**src/rtl/tri_setup_walker.sv**
```systemverilog
// -----------------------------------------------------------------------------
// tri_setup_walker
//
// Front end of the raster pipe. Accepts one screen-space triangle per
// tri_valid/tri_ready handshake and rotates it so that the topmost vertex
// (smallest y, lowest index on a tie) becomes A, with winding preserved. It
// then publishes the per-triangle setup bus and walks the screen-clipped
// bounding box row-major, one pixel per accepted pix_valid/pix_ready beat.
// The setup bus is held stable for the whole walk so that a combinational
// barycentric stage downstream can consume it together with (x, y).
//
// Timeline (cycle 0 = handshake):
//   cycle 1  SORT   pick A, derive B/C in cyclic order
//   cycle 2  SETUP  edge vectors, range check, clipped bbox, setup bus
//   cycle 3  WALK   first pixel at (xmin, ymin)
//   after the final accepted pixel: DONE (tri_done pulse), then IDLE.
//   Rejected triangles go SETUP -> DROP (tri_drop pulse) -> IDLE.
//
// Optional feature, macro TRI_CULL_EN:
//   When defined, an extra CULL cycle after SETUP evaluates the doubled
//   signed area abx*acy - aby*acx; zero-area (degenerate) triangles are
//   dropped and the first pixel moves to cycle 4. When undefined there is no
//   area logic and degenerate triangles are walked like any other.
//
// Parameters:
//   SCREEN_W   visible width,  walk x clipped to [0, SCREEN_W-1]
//   SCREEN_H   visible height, walk y clipped to [0, SCREEN_H-1] (<= 128)
//
// Ports:
//   clk, rst_n            clock, asynchronous active-low reset
//   tri_valid/tri_ready   triangle handshake (ready only in IDLE)
//   v0x..v2x [8:0]        vertex x, unsigned
//   v0y..v2y [6:0]        vertex y, unsigned
//   v0z..v2z [6:0]        vertex depth weight, unsigned
//   ax [8:0], ay [6:0]    top vertex position
//   az, bz, cz [6:0]      depth weights of A, B, C
//   abx, acx [7:0]        B-A and C-A in x, two's complement
//   aby, acy [7:0]        B-A and C-A in y, never negative
//   pix_valid/pix_ready   pixel handshake
//   x, y [9:0]            pixel coordinate, zero-extended
//   pix_last              marks the final pixel of the walk
//   tri_done              one-cycle pulse after the last pixel is accepted
//   tri_drop              one-cycle pulse when a triangle is rejected
// -----------------------------------------------------------------------------
module tri_setup_walker #(
    parameter int SCREEN_W = 320,
    parameter int SCREEN_H = 128
) (
    input  logic       clk,
    input  logic       rst_n,
    input  logic       tri_valid,
    output logic       tri_ready,
    input  logic [8:0] v0x,
    input  logic [8:0] v1x,
    input  logic [8:0] v2x,
    input  logic [6:0] v0y,
    input  logic [6:0] v1y,
    input  logic [6:0] v2y,
    input  logic [6:0] v0z,
    input  logic [6:0] v1z,
    input  logic [6:0] v2z,
    output logic [8:0] ax,
    output logic [6:0] ay,
    output logic [6:0] az,
    output logic [6:0] bz,
    output logic [6:0] cz,
    output logic [7:0] abx,
    output logic [7:0] acx,
    output logic [7:0] aby,
    output logic [7:0] acy,
    output logic       pix_valid,
    input  logic       pix_ready,
    output logic [9:0] x,
    output logic [9:0] y,
    output logic       pix_last,
    output logic       tri_done,
    output logic       tri_drop
);

    localparam logic [9:0] XLIM = 10'(SCREEN_W);
    localparam logic [9:0] YLIM = 10'(SCREEN_H);
    localparam logic [9:0] XMAX_CLIP = 10'(SCREEN_W - 1);
    localparam logic [9:0] YMAX_CLIP = 10'(SCREEN_H - 1);

    typedef enum logic [2:0] {
        S_IDLE,
        S_SORT,
        S_SETUP,
        S_CULL,
        S_WALK,
        S_DONE,
        S_DROP
    } state_t;

    state_t r_state;
    state_t w_state_nxt;

    // Raw vertices, captured at the handshake only.
    logic [8:0] r_v0x, r_v1x, r_v2x;
    logic [6:0] r_v0y, r_v1y, r_v2y;
    logic [6:0] r_v0z, r_v1z, r_v2z;

    // Rotated vertices (A topmost), valid from SETUP onward.
    logic [8:0] r_sax, r_sbx, r_scx;
    logic [6:0] r_say, r_sby, r_scy;
    logic [6:0] r_saz, r_sbz, r_scz;

    // Setup bus registers.
    logic [8:0] r_ax;
    logic [6:0] r_ay, r_az, r_bz, r_cz;
    logic [7:0] r_abx, r_acx, r_aby, r_acy;

    // Clipped bounding box and walk position.
    logic [9:0] r_xmin, r_xmax, r_ymax;
    logic [9:0] r_x, r_y;

    // Rotation selection.
    logic [8:0] w_sax, w_sbx, w_scx;
    logic [6:0] w_say, w_sby, w_scy;
    logic [6:0] w_saz, w_sbz, w_scz;

    // Setup arithmetic.
    logic signed [9:0] w_abx, w_acx;
    logic [6:0] w_aby, w_acy;
    logic       w_range_bad;
    logic [8:0] w_xmin9, w_xmax9, w_ymin9, w_ymax9;
    logic [9:0] w_xmin, w_xmax_c, w_ymin, w_ymax_c;
    logic       w_empty;

    logic       w_last;
    logic       w_beat;

    function automatic logic [8:0] min3(input logic [8:0] a, input logic [8:0] b,
                                        input logic [8:0] c);
        logic [8:0] m;
        m = (a < b) ? a : b;
        return (m < c) ? m : c;
    endfunction

    function automatic logic [8:0] max3(input logic [8:0] a, input logic [8:0] b,
                                        input logic [8:0] c);
        logic [8:0] m;
        m = (a > b) ? a : b;
        return (m > c) ? m : c;
    endfunction

    // -------------------------------------------------------------------------
    // Rotation: A is the vertex with the smallest y, ties resolved toward the
    // lowest index. B and C follow A in cyclic order so winding is unchanged.
    // -------------------------------------------------------------------------
    always_comb begin
        // NOTE: every signal driven here gets a default first so that no path
        // through the block leaves it unassigned, which would infer a latch.
        w_sax = r_v0x; w_say = r_v0y; w_saz = r_v0z;
        w_sbx = r_v1x; w_sby = r_v1y; w_sbz = r_v1z;
        w_scx = r_v2x; w_scy = r_v2y; w_scz = r_v2z;
        if ((r_v0y <= r_v1y) && (r_v0y <= r_v2y)) begin
            // A = V0, defaults already hold B = V1, C = V2.
        end else if (r_v1y <= r_v2y) begin
            w_sax = r_v1x; w_say = r_v1y; w_saz = r_v1z;
            w_sbx = r_v2x; w_sby = r_v2y; w_sbz = r_v2z;
            w_scx = r_v0x; w_scy = r_v0y; w_scz = r_v0z;
        end else begin
            w_sax = r_v2x; w_say = r_v2y; w_saz = r_v2z;
            w_sbx = r_v0x; w_sby = r_v0y; w_sbz = r_v0z;
            w_scx = r_v1x; w_scy = r_v1y; w_scz = r_v1z;
        end
    end

    // -------------------------------------------------------------------------
    // Setup arithmetic on the rotated vertices. Edge x deltas are formed in
    // 10-bit signed so any pair of 9-bit coordinates fits before the range
    // check; y deltas cannot go negative because A has the minimum y.
    // -------------------------------------------------------------------------
    assign w_abx = $signed({1'b0, r_sbx}) - $signed({1'b0, r_sax});
    assign w_acx = $signed({1'b0, r_scx}) - $signed({1'b0, r_sax});
    assign w_aby = r_sby - r_say;
    assign w_acy = r_scy - r_say;

    assign w_range_bad = (w_abx < -10'sd128) || (w_abx > 10'sd127) ||
                         (w_acx < -10'sd128) || (w_acx > 10'sd127);

    assign w_xmin9 = min3(r_sax, r_sbx, r_scx);
    assign w_xmax9 = max3(r_sax, r_sbx, r_scx);
    assign w_ymin9 = min3({2'b0, r_say}, {2'b0, r_sby}, {2'b0, r_scy});
    assign w_ymax9 = max3({2'b0, r_say}, {2'b0, r_sby}, {2'b0, r_scy});

    // Coordinates are unsigned, so only the high side ever needs clipping.
    assign w_xmin   = {1'b0, w_xmin9};
    assign w_ymin   = {1'b0, w_ymin9};
    assign w_xmax_c = ({1'b0, w_xmax9} > XMAX_CLIP) ? XMAX_CLIP : {1'b0, w_xmax9};
    assign w_ymax_c = ({1'b0, w_ymax9} > YMAX_CLIP) ? YMAX_CLIP : {1'b0, w_ymax9};
    assign w_empty  = (w_xmin >= XLIM) || (w_ymin >= YLIM);

`ifdef TRI_CULL_EN
    // Doubled signed area from the registered setup bus; every factor is
    // widened to the 17-bit result before multiplying.
    logic signed [16:0] w_abx_e, w_acx_e, w_aby_e, w_acy_e;
    logic signed [16:0] w_area;

    assign w_abx_e = 17'($signed(r_abx));
    assign w_acx_e = 17'($signed(r_acx));
    assign w_aby_e = $signed({9'b0, r_aby});
    assign w_acy_e = $signed({9'b0, r_acy});
    assign w_area  = (w_abx_e * w_acy_e) - (w_aby_e * w_acx_e);
`endif

    assign w_last = (r_x == r_xmax) && (r_y == r_ymax);
    assign w_beat = (r_state == S_WALK) && pix_ready;

    // -------------------------------------------------------------------------
    // FSM: state register
    // -------------------------------------------------------------------------
    always_ff @(posedge clk or negedge rst_n) begin
        if (!rst_n) begin
            r_state <= S_IDLE;
        end else begin
            r_state <= w_state_nxt;
        end
    end

    // -------------------------------------------------------------------------
    // FSM: next state
    // -------------------------------------------------------------------------
    always_comb begin
        w_state_nxt = r_state;
        unique case (r_state)
            S_IDLE:  if (tri_valid) w_state_nxt = S_SORT;
            S_SORT:  w_state_nxt = S_SETUP;
            S_SETUP: begin
                if (w_range_bad || w_empty) begin
                    w_state_nxt = S_DROP;
                end else begin
`ifdef TRI_CULL_EN
                    w_state_nxt = S_CULL;
`else
                    w_state_nxt = S_WALK;
`endif
                end
            end
`ifdef TRI_CULL_EN
            S_CULL:  w_state_nxt = (w_area == 17'sd0) ? S_DROP : S_WALK;
`else
            S_CULL:  w_state_nxt = S_IDLE;
`endif
            S_WALK:  if (pix_ready && w_last) w_state_nxt = S_DONE;
            S_DONE:  w_state_nxt = S_IDLE;
            S_DROP:  w_state_nxt = S_IDLE;
            default: w_state_nxt = S_IDLE;
        endcase
    end

    // -------------------------------------------------------------------------
    // FSM: outputs
    // -------------------------------------------------------------------------
    always_comb begin
        tri_ready = 1'b0;
        pix_valid = 1'b0;
        pix_last  = 1'b0;
        tri_done  = 1'b0;
        tri_drop  = 1'b0;
        unique case (r_state)
            S_IDLE: tri_ready = 1'b1;
            S_WALK: begin
                pix_valid = 1'b1;
                pix_last  = w_last;
            end
            S_DONE: tri_done = 1'b1;
            S_DROP: tri_drop = 1'b1;
            default: ;
        endcase
    end

    // -------------------------------------------------------------------------
    // Datapath registers
    // -------------------------------------------------------------------------
    always_ff @(posedge clk or negedge rst_n) begin
        if (!rst_n) begin
            r_v0x <= '0; r_v1x <= '0; r_v2x <= '0;
            r_v0y <= '0; r_v1y <= '0; r_v2y <= '0;
            r_v0z <= '0; r_v1z <= '0; r_v2z <= '0;
            r_sax <= '0; r_sbx <= '0; r_scx <= '0;
            r_say <= '0; r_sby <= '0; r_scy <= '0;
            r_saz <= '0; r_sbz <= '0; r_scz <= '0;
            r_ax  <= '0; r_ay  <= '0;
            r_az  <= '0; r_bz  <= '0; r_cz  <= '0;
            r_abx <= '0; r_acx <= '0; r_aby <= '0; r_acy <= '0;
            r_xmin <= '0; r_xmax <= '0; r_ymax <= '0;
            r_x    <= '0; r_y    <= '0;
        end else begin
            // NOTE: state is updated with non-blocking assignments so every
            // register here samples the values from before this clock edge.
            if ((r_state == S_IDLE) && tri_valid) begin
                r_v0x <= v0x; r_v1x <= v1x; r_v2x <= v2x;
                r_v0y <= v0y; r_v1y <= v1y; r_v2y <= v2y;
                r_v0z <= v0z; r_v1z <= v1z; r_v2z <= v2z;
            end

            if (r_state == S_SORT) begin
                r_sax <= w_sax; r_sbx <= w_sbx; r_scx <= w_scx;
                r_say <= w_say; r_sby <= w_sby; r_scy <= w_scy;
                r_saz <= w_saz; r_sbz <= w_sbz; r_scz <= w_scz;
            end

            // Setup bus and bbox freeze here until the next triangle.
            if (r_state == S_SETUP) begin
                r_ax   <= r_sax;
                r_ay   <= r_say;
                r_az   <= r_saz;
                r_bz   <= r_sbz;
                r_cz   <= r_scz;
                r_abx  <= w_abx[7:0];
                r_acx  <= w_acx[7:0];
                r_aby  <= {1'b0, w_aby};
                r_acy  <= {1'b0, w_acy};
                r_xmin <= w_xmin;
                r_xmax <= w_xmax_c;
                r_ymax <= w_ymax_c;
                r_x    <= w_xmin;
                r_y    <= w_ymin;
            end

            // Row-major advance, only on an accepted beat.
            if (w_beat && !w_last) begin
                if (r_x == r_xmax) begin
                    r_x <= r_xmin;
                    r_y <= r_y + 10'd1;
                end else begin
                    r_x <= r_x + 10'd1;
                end
            end
        end
    end

    assign ax  = r_ax;
    assign ay  = r_ay;
    assign az  = r_az;
    assign bz  = r_bz;
    assign cz  = r_cz;
    assign abx = r_abx;
    assign acx = r_acx;
    assign aby = r_aby;
    assign acy = r_acy;
    assign x   = r_x;
    assign y   = r_y;

endmodule

```
**config.mk**
```make
export PLATFORM = sky130hd
export DESIGN_NAME = tri_setup_walker
export DESIGN_NICKNAME = d
export VERILOG_FILES = /design/src/rtl/tri_setup_walker.sv
export SDC_FILE = /design/constraint.sdc
export NUM_CORES = 1
export LEC_CHECK = 0
export ABC_CLOCK_PERIOD_IN_PS = 5250
export CELL_PAD_IN_SITES_DETAIL_PLACEMENT = 0
export CELL_PAD_IN_SITES_GLOBAL_PLACEMENT = 2
export CORE_MARGIN = 2
export CORE_UTILIZATION = 36
export CTS_CLUSTER_DIAMETER = 30
export DETAILED_ROUTE_END_ITERATION = 8
export HOLD_SLACK_MARGIN = 0.08
export MAX_ROUTING_LAYER = met4
export PLACE_DENSITY = 0.89
export SKIP_LAST_GASP = 1
export SLEW_MARGIN = 20
export SYNTH_ARGS = -nofsm -noshare
export SYNTH_HDL_FRONTEND = slang
export SYNTH_SLANG_ARGS = --single-unit
```
**constraint.sdc**
```tcl
create_clock -name clk -period 5.25 [get_ports clk]
set_clock_uncertainty 0.15 [all_clocks]
set_input_delay 1.05 -clock clk [delete_from_list [all_inputs] [get_ports clk]]
set_output_delay 1.05 -clock clk [all_outputs]
set_load 0.03 [all_outputs]
```
==> run summary <==
## Clock network
• **clock tree from TritonCTS** yes
• **buffer type at the clock tree root** sky130_fd_sc_hd__clkbuf_16
• **post-cts repair resize count** 0
• **count of H-tree levels built during CTS** 3
• **clock latency on the worst-skew pair** 0.57 ns
• **clock-pin slew of the registers on the worst-case setup and hold paths** 0.04 ns
• **number of buffers inserted by hold repair at cts** 0
• **Clock Sinks** 253
• **number of clock buffers inserted by TritonCTS** 71
• **CTS max path bufs** 3
• **post-CTS setup-driven buffer insertion count** 0

## Setup path
• **terminus of the critical flop-to-flop path** x[1]
• **largest incremental delay on the critical path** 0.58 ns
• **category of the critical setup timing path** flip-flop to flip-flop
• **Required @ worst endpoint** 5.58 ns
• **Critical Path Source** r_sax[6]
• **logic depth of the worst path, buffers included** 17
• **Top Family by Delay on Critical Path** compound AO/OA/AOI/OAI gates
• **cells on worst reg2reg path** 17
• **CP Cell Sequence** inv_1 -> ha_1 -> o21a_1 -> o21ai_1 -> a21oi_4 -> o21ai_2 -> mux2_2 -> ha_1 -> a21o_1 -> a21o_1 -> a21oi_1 -> o21ai_0 -> a221o_1 -> a21oi_1 -> buf_4 -> mux2_2 -> a22oi_1
• **critical path launch point type** flip-flop
• **crit path to** x[1]
• **Critical Path Sink Type** flip-flop
• **Worst Path Max Fanout** 16
• **r2r startpoint** r_sax[6]
• **critical-path cell with the highest stage delay** sky130_fd_sc_hd__o21ai_2
• **register-to-register path setup slack** 0.58 ns
• **CP Data Arrival Time** 4.99 ns
• **buffer and inverter count on the worst path** 2

## Floorplanning
• **Std-Cell Rows** 74
• **number of primary I/O pins** 167
• **y dimension of the die** 206 um
• **area inside the core boundary** 40600 um2
• **Die Span X** 206 um
• **Die Area** 42400 um2
• **effective utilization at floorplan** 36.2%

## Place
• **half-perimeter wire length after detailed placement** 28800 um
• **number of buffer cells added on primary ports** 164
• **RePlAce Congestion** 0.830
• **pre-CTS worst setup slack** 0.672 ns

## GRT
• **number of global-route vias before repair** 11800
• **most congested layer reported by global routing** met2
• **overflow left after global routing** 0
• **GR met2 Demand/Resource** 28.5%
• **number of antenna violations at the first check in global routing** 6
• **maximum number of pins on one net before global-route repair** 118
• **first-pass GRT wire length** 64600 um
• **met1 Track Usage GR** 27.6%
• **overall routing resource usage** 20.0%
• **met3 Track Usage GR** 5.80%

## Yosys
• **area share of the largest cell type after synthesis** 43.1%
• **Synth Instances** 1503
• **register bit total from synthesis** 253
• **total of warnings raised by yosys** 0
• **leading post-synthesis cells by cell area** sky130_fd_sc_hd__dfrtp_1 (43%), sky130_fd_sc_hd__mux2_2 (10%), sky130_fd_sc_hd__ha_1 (7.2%), sky130_fd_sc_hd__nand2_1 (6.9%), sky130_fd_sc_hd__mux2i_1 (6.5%)
• **unique cell type count in the Yosys netlist** 65
• **share of flip-flops with an asynchronous set or reset after synthesis** 100%
• **average instance area after synthesis** 9.77 um2
• **count of flip-flops with a built-in enable after synthesis** 0
• **top_reg_cell synth** sky130_fd_sc_hd__dfrtp_1
• **portion of the post-synthesis area used by sequential elements** 43.1%
• **post-synthesis cell area** 14700 um2
• **library cell with the largest summed area after synthesis** sky130_fd_sc_hd__dfrtp_1

## Layout
• **area grow syn2layout** 31.8%
• **post-layout net count** 1837
• **commonest non-fill, non-tap cell in the layout** sky130_fd_sc_hd__nand2_1
• **top library cells by usage in the layout, fill and taps aside** sky130_fd_sc_hd__nand2_1 (268), sky130_fd_sc_hd__dfrtp_1 (253), sky130_fd_sc_hd__o21ai_0 (190), sky130_fd_sc_hd__clkdlybuf4s50_1 (163), sky130_fd_sc_hd__mux2_2 (135)
• **fraction of final layout cells with drive strength greater than 1** 16.8%
• **fill cell count** 3805

## Detailed routing
• **wirelength, routed** 40400 um
• **count of routing violations after the opening detailed-route iteration** 593
• **number of antenna-violating nets in the routed design** 0
• **Vias per Instance** 5.11
• **post-DR wirelength/cell** 17.8 um
• **first-pass detailed-route iteration total** 5
• **count of vias placed by the detailed router** 11600
• **Remaining DRCs** 0

## Timing
• **final worst slack** 0.584 ns
• **Final min period** 4.67 ns
• **Fmax** 0.214 GHz
• **worst slew pin tran** 1.05 ns
• **number of hold-slack violations in the final timing report** 0
• **ratio of final minimum period to clock period** 88.9%
• **setup TNS** 0 ns
• **Setup-failing EPs final** 0
• **worst relative slew slack** 29.8%
• **unrepaired setup endpoints after global routing** no
• **count of pins over their slew limit** 0

## Worst hold path
• **worst min path class** flip-flop to flip-flop

## Outcome
• **outcome** complete, no violations

## Flow run
• **Max-Cap Viols** 0

==> metal layers <==
metal	vias to the layer above	part of all wire [%]
met2	315	42
met3	58	7.5
met5	-	0
met1	5541	49
met4	0	1.6
li1	5669	-
==> state kept, by name (all words and copies together), names as in the netlist, 9 cells and up <==
signal / flops
x: 10
y: 10
ax: 9
r_sax: 9
r_sbx: 9
r_scx: 9
r_v0x: 9
r_v1x: 9
r_v2x: 9
r_xmax: 9
r_xmin: 9
==> kinds of logic after synthesis <==
logic type | count (synthesis) | synth area share (%)
compound gates | 320 | 12.6
xor+xnor | 46 | 2.74
fa+ha+maj | 88 | 7.70
buf+inv | 136 | 3.66
flops | 253 | 43.1
mux | 235 | 17.2
other cells | 1 | 0.0255
simple gates | 424 | 12.9
==> cell type report <==
type	instances	area (um2)	share of cell area [%]
multi-input cells	1115	7870	40.7
flip-flops and latches	253	6330	32.7
clock buffers	97	2040	10.5
repair buffers	179	1820	9.38
well taps	532	666	3.44
clock inverters	28	407	2.10
inverters	56	210	1.09
diodes	8	20.0	0.103
==> worst min-delay path by stage <==
stage               startpoint     to  slack (ns)  depth (start not counted)
finish                r_scz[3]  cz[3]        0.31                          2
global route          r_scz[3]  cz[3]        0.34                          2
CTS                   r_scz[3]  cz[3]        0.32                          2
detailed placement    r_sbz[6]  bz[6]        0.30                          2
global placement      r_sbz[2]  bz[2]        0.30                          2
floorplan             r_saz[0]  az[0]        0.29                          2
==> stage by stage <==
stage | hold WS [ns] | cells | utilization (%) | cell area (um2)
CTS | 0.318 | 2259 | 47.6 | 19300
detailed placement | 0.300 | 2134 | 41.6 | 16900
finish | 0.312 | 2268 | 47.7 | 19400
global placement | 0.297 | 2134 | 41.6 | 16900
global route | 0.341 | 2266 | 47.7 | 19400
floorplan | 0.289 | 1504 | - | 14700
==> Yosys cell counts, types with 4 or more instances <==
cell type and instances:
sky130_fd_sc_hd__nand2_1 269, sky130_fd_sc_hd__dfrtp_1 253, sky130_fd_sc_hd__o21ai_0 190, sky130_fd_sc_hd__mux2_2 135
sky130_fd_sc_hd__mux2i_1 96, sky130_fd_sc_hd__ha_1 84, sky130_fd_sc_hd__clkbuf_1 67, sky130_fd_sc_hd__inv_1 56
sky130_fd_sc_hd__a21oi_1 41, sky130_fd_sc_hd__nor2_1 32, sky130_fd_sc_hd__xnor2_1 23, sky130_fd_sc_hd__xor2_1 23
sky130_fd_sc_hd__nand3_1 20, sky130_fd_sc_hd__nand4_1 20, sky130_fd_sc_hd__nor2b_1 17, sky130_fd_sc_hd__o21ai_1 15
sky130_fd_sc_hd__a21o_1 14, sky130_fd_sc_hd__nor3_1 14, sky130_fd_sc_hd__nand2b_1 11, sky130_fd_sc_hd__buf_2 10
sky130_fd_sc_hd__and3_1 8, sky130_fd_sc_hd__o211ai_1 8, sky130_fd_sc_hd__o21a_1 7, sky130_fd_sc_hd__or3_1 6
sky130_fd_sc_hd__a32oi_1 5, sky130_fd_sc_hd__nand3b_1 5, sky130_fd_sc_hd__o211ai_2 5, sky130_fd_sc_hd__or2_2 5
sky130_fd_sc_hd__a211oi_1 4, sky130_fd_sc_hd__and2_1 4, sky130_fd_sc_hd__fa_1 4
==> worst reg2reg max path, cell delays in order, from the launching register on <==
cell,delay [ns]
sky130_fd_sc_hd__dfrtp_1,0.39
sky130_fd_sc_hd__inv_1,0.13
sky130_fd_sc_hd__ha_1,0.37
sky130_fd_sc_hd__o21a_1,0.21
sky130_fd_sc_hd__o21ai_1,0.23
sky130_fd_sc_hd__a21oi_4,0.08
sky130_fd_sc_hd__o21ai_2,0.58
sky130_fd_sc_hd__mux2_2,0.43
sky130_fd_sc_hd__ha_1,0.30
sky130_fd_sc_hd__a21o_1,0.18
sky130_fd_sc_hd__a21o_1,0.17
sky130_fd_sc_hd__a21oi_1,0.12
sky130_fd_sc_hd__o21ai_0,0.08
sky130_fd_sc_hd__a221o_1,0.29
sky130_fd_sc_hd__a21oi_1,0.11
sky130_fd_sc_hd__buf_4,0.22
sky130_fd_sc_hd__mux2_2,0.37
sky130_fd_sc_hd__a22oi_1,0.16
Power is left out: the tool's default activity adds up to more than one toggle a clock period on the data nets, which glitch-free logic cannot reach.
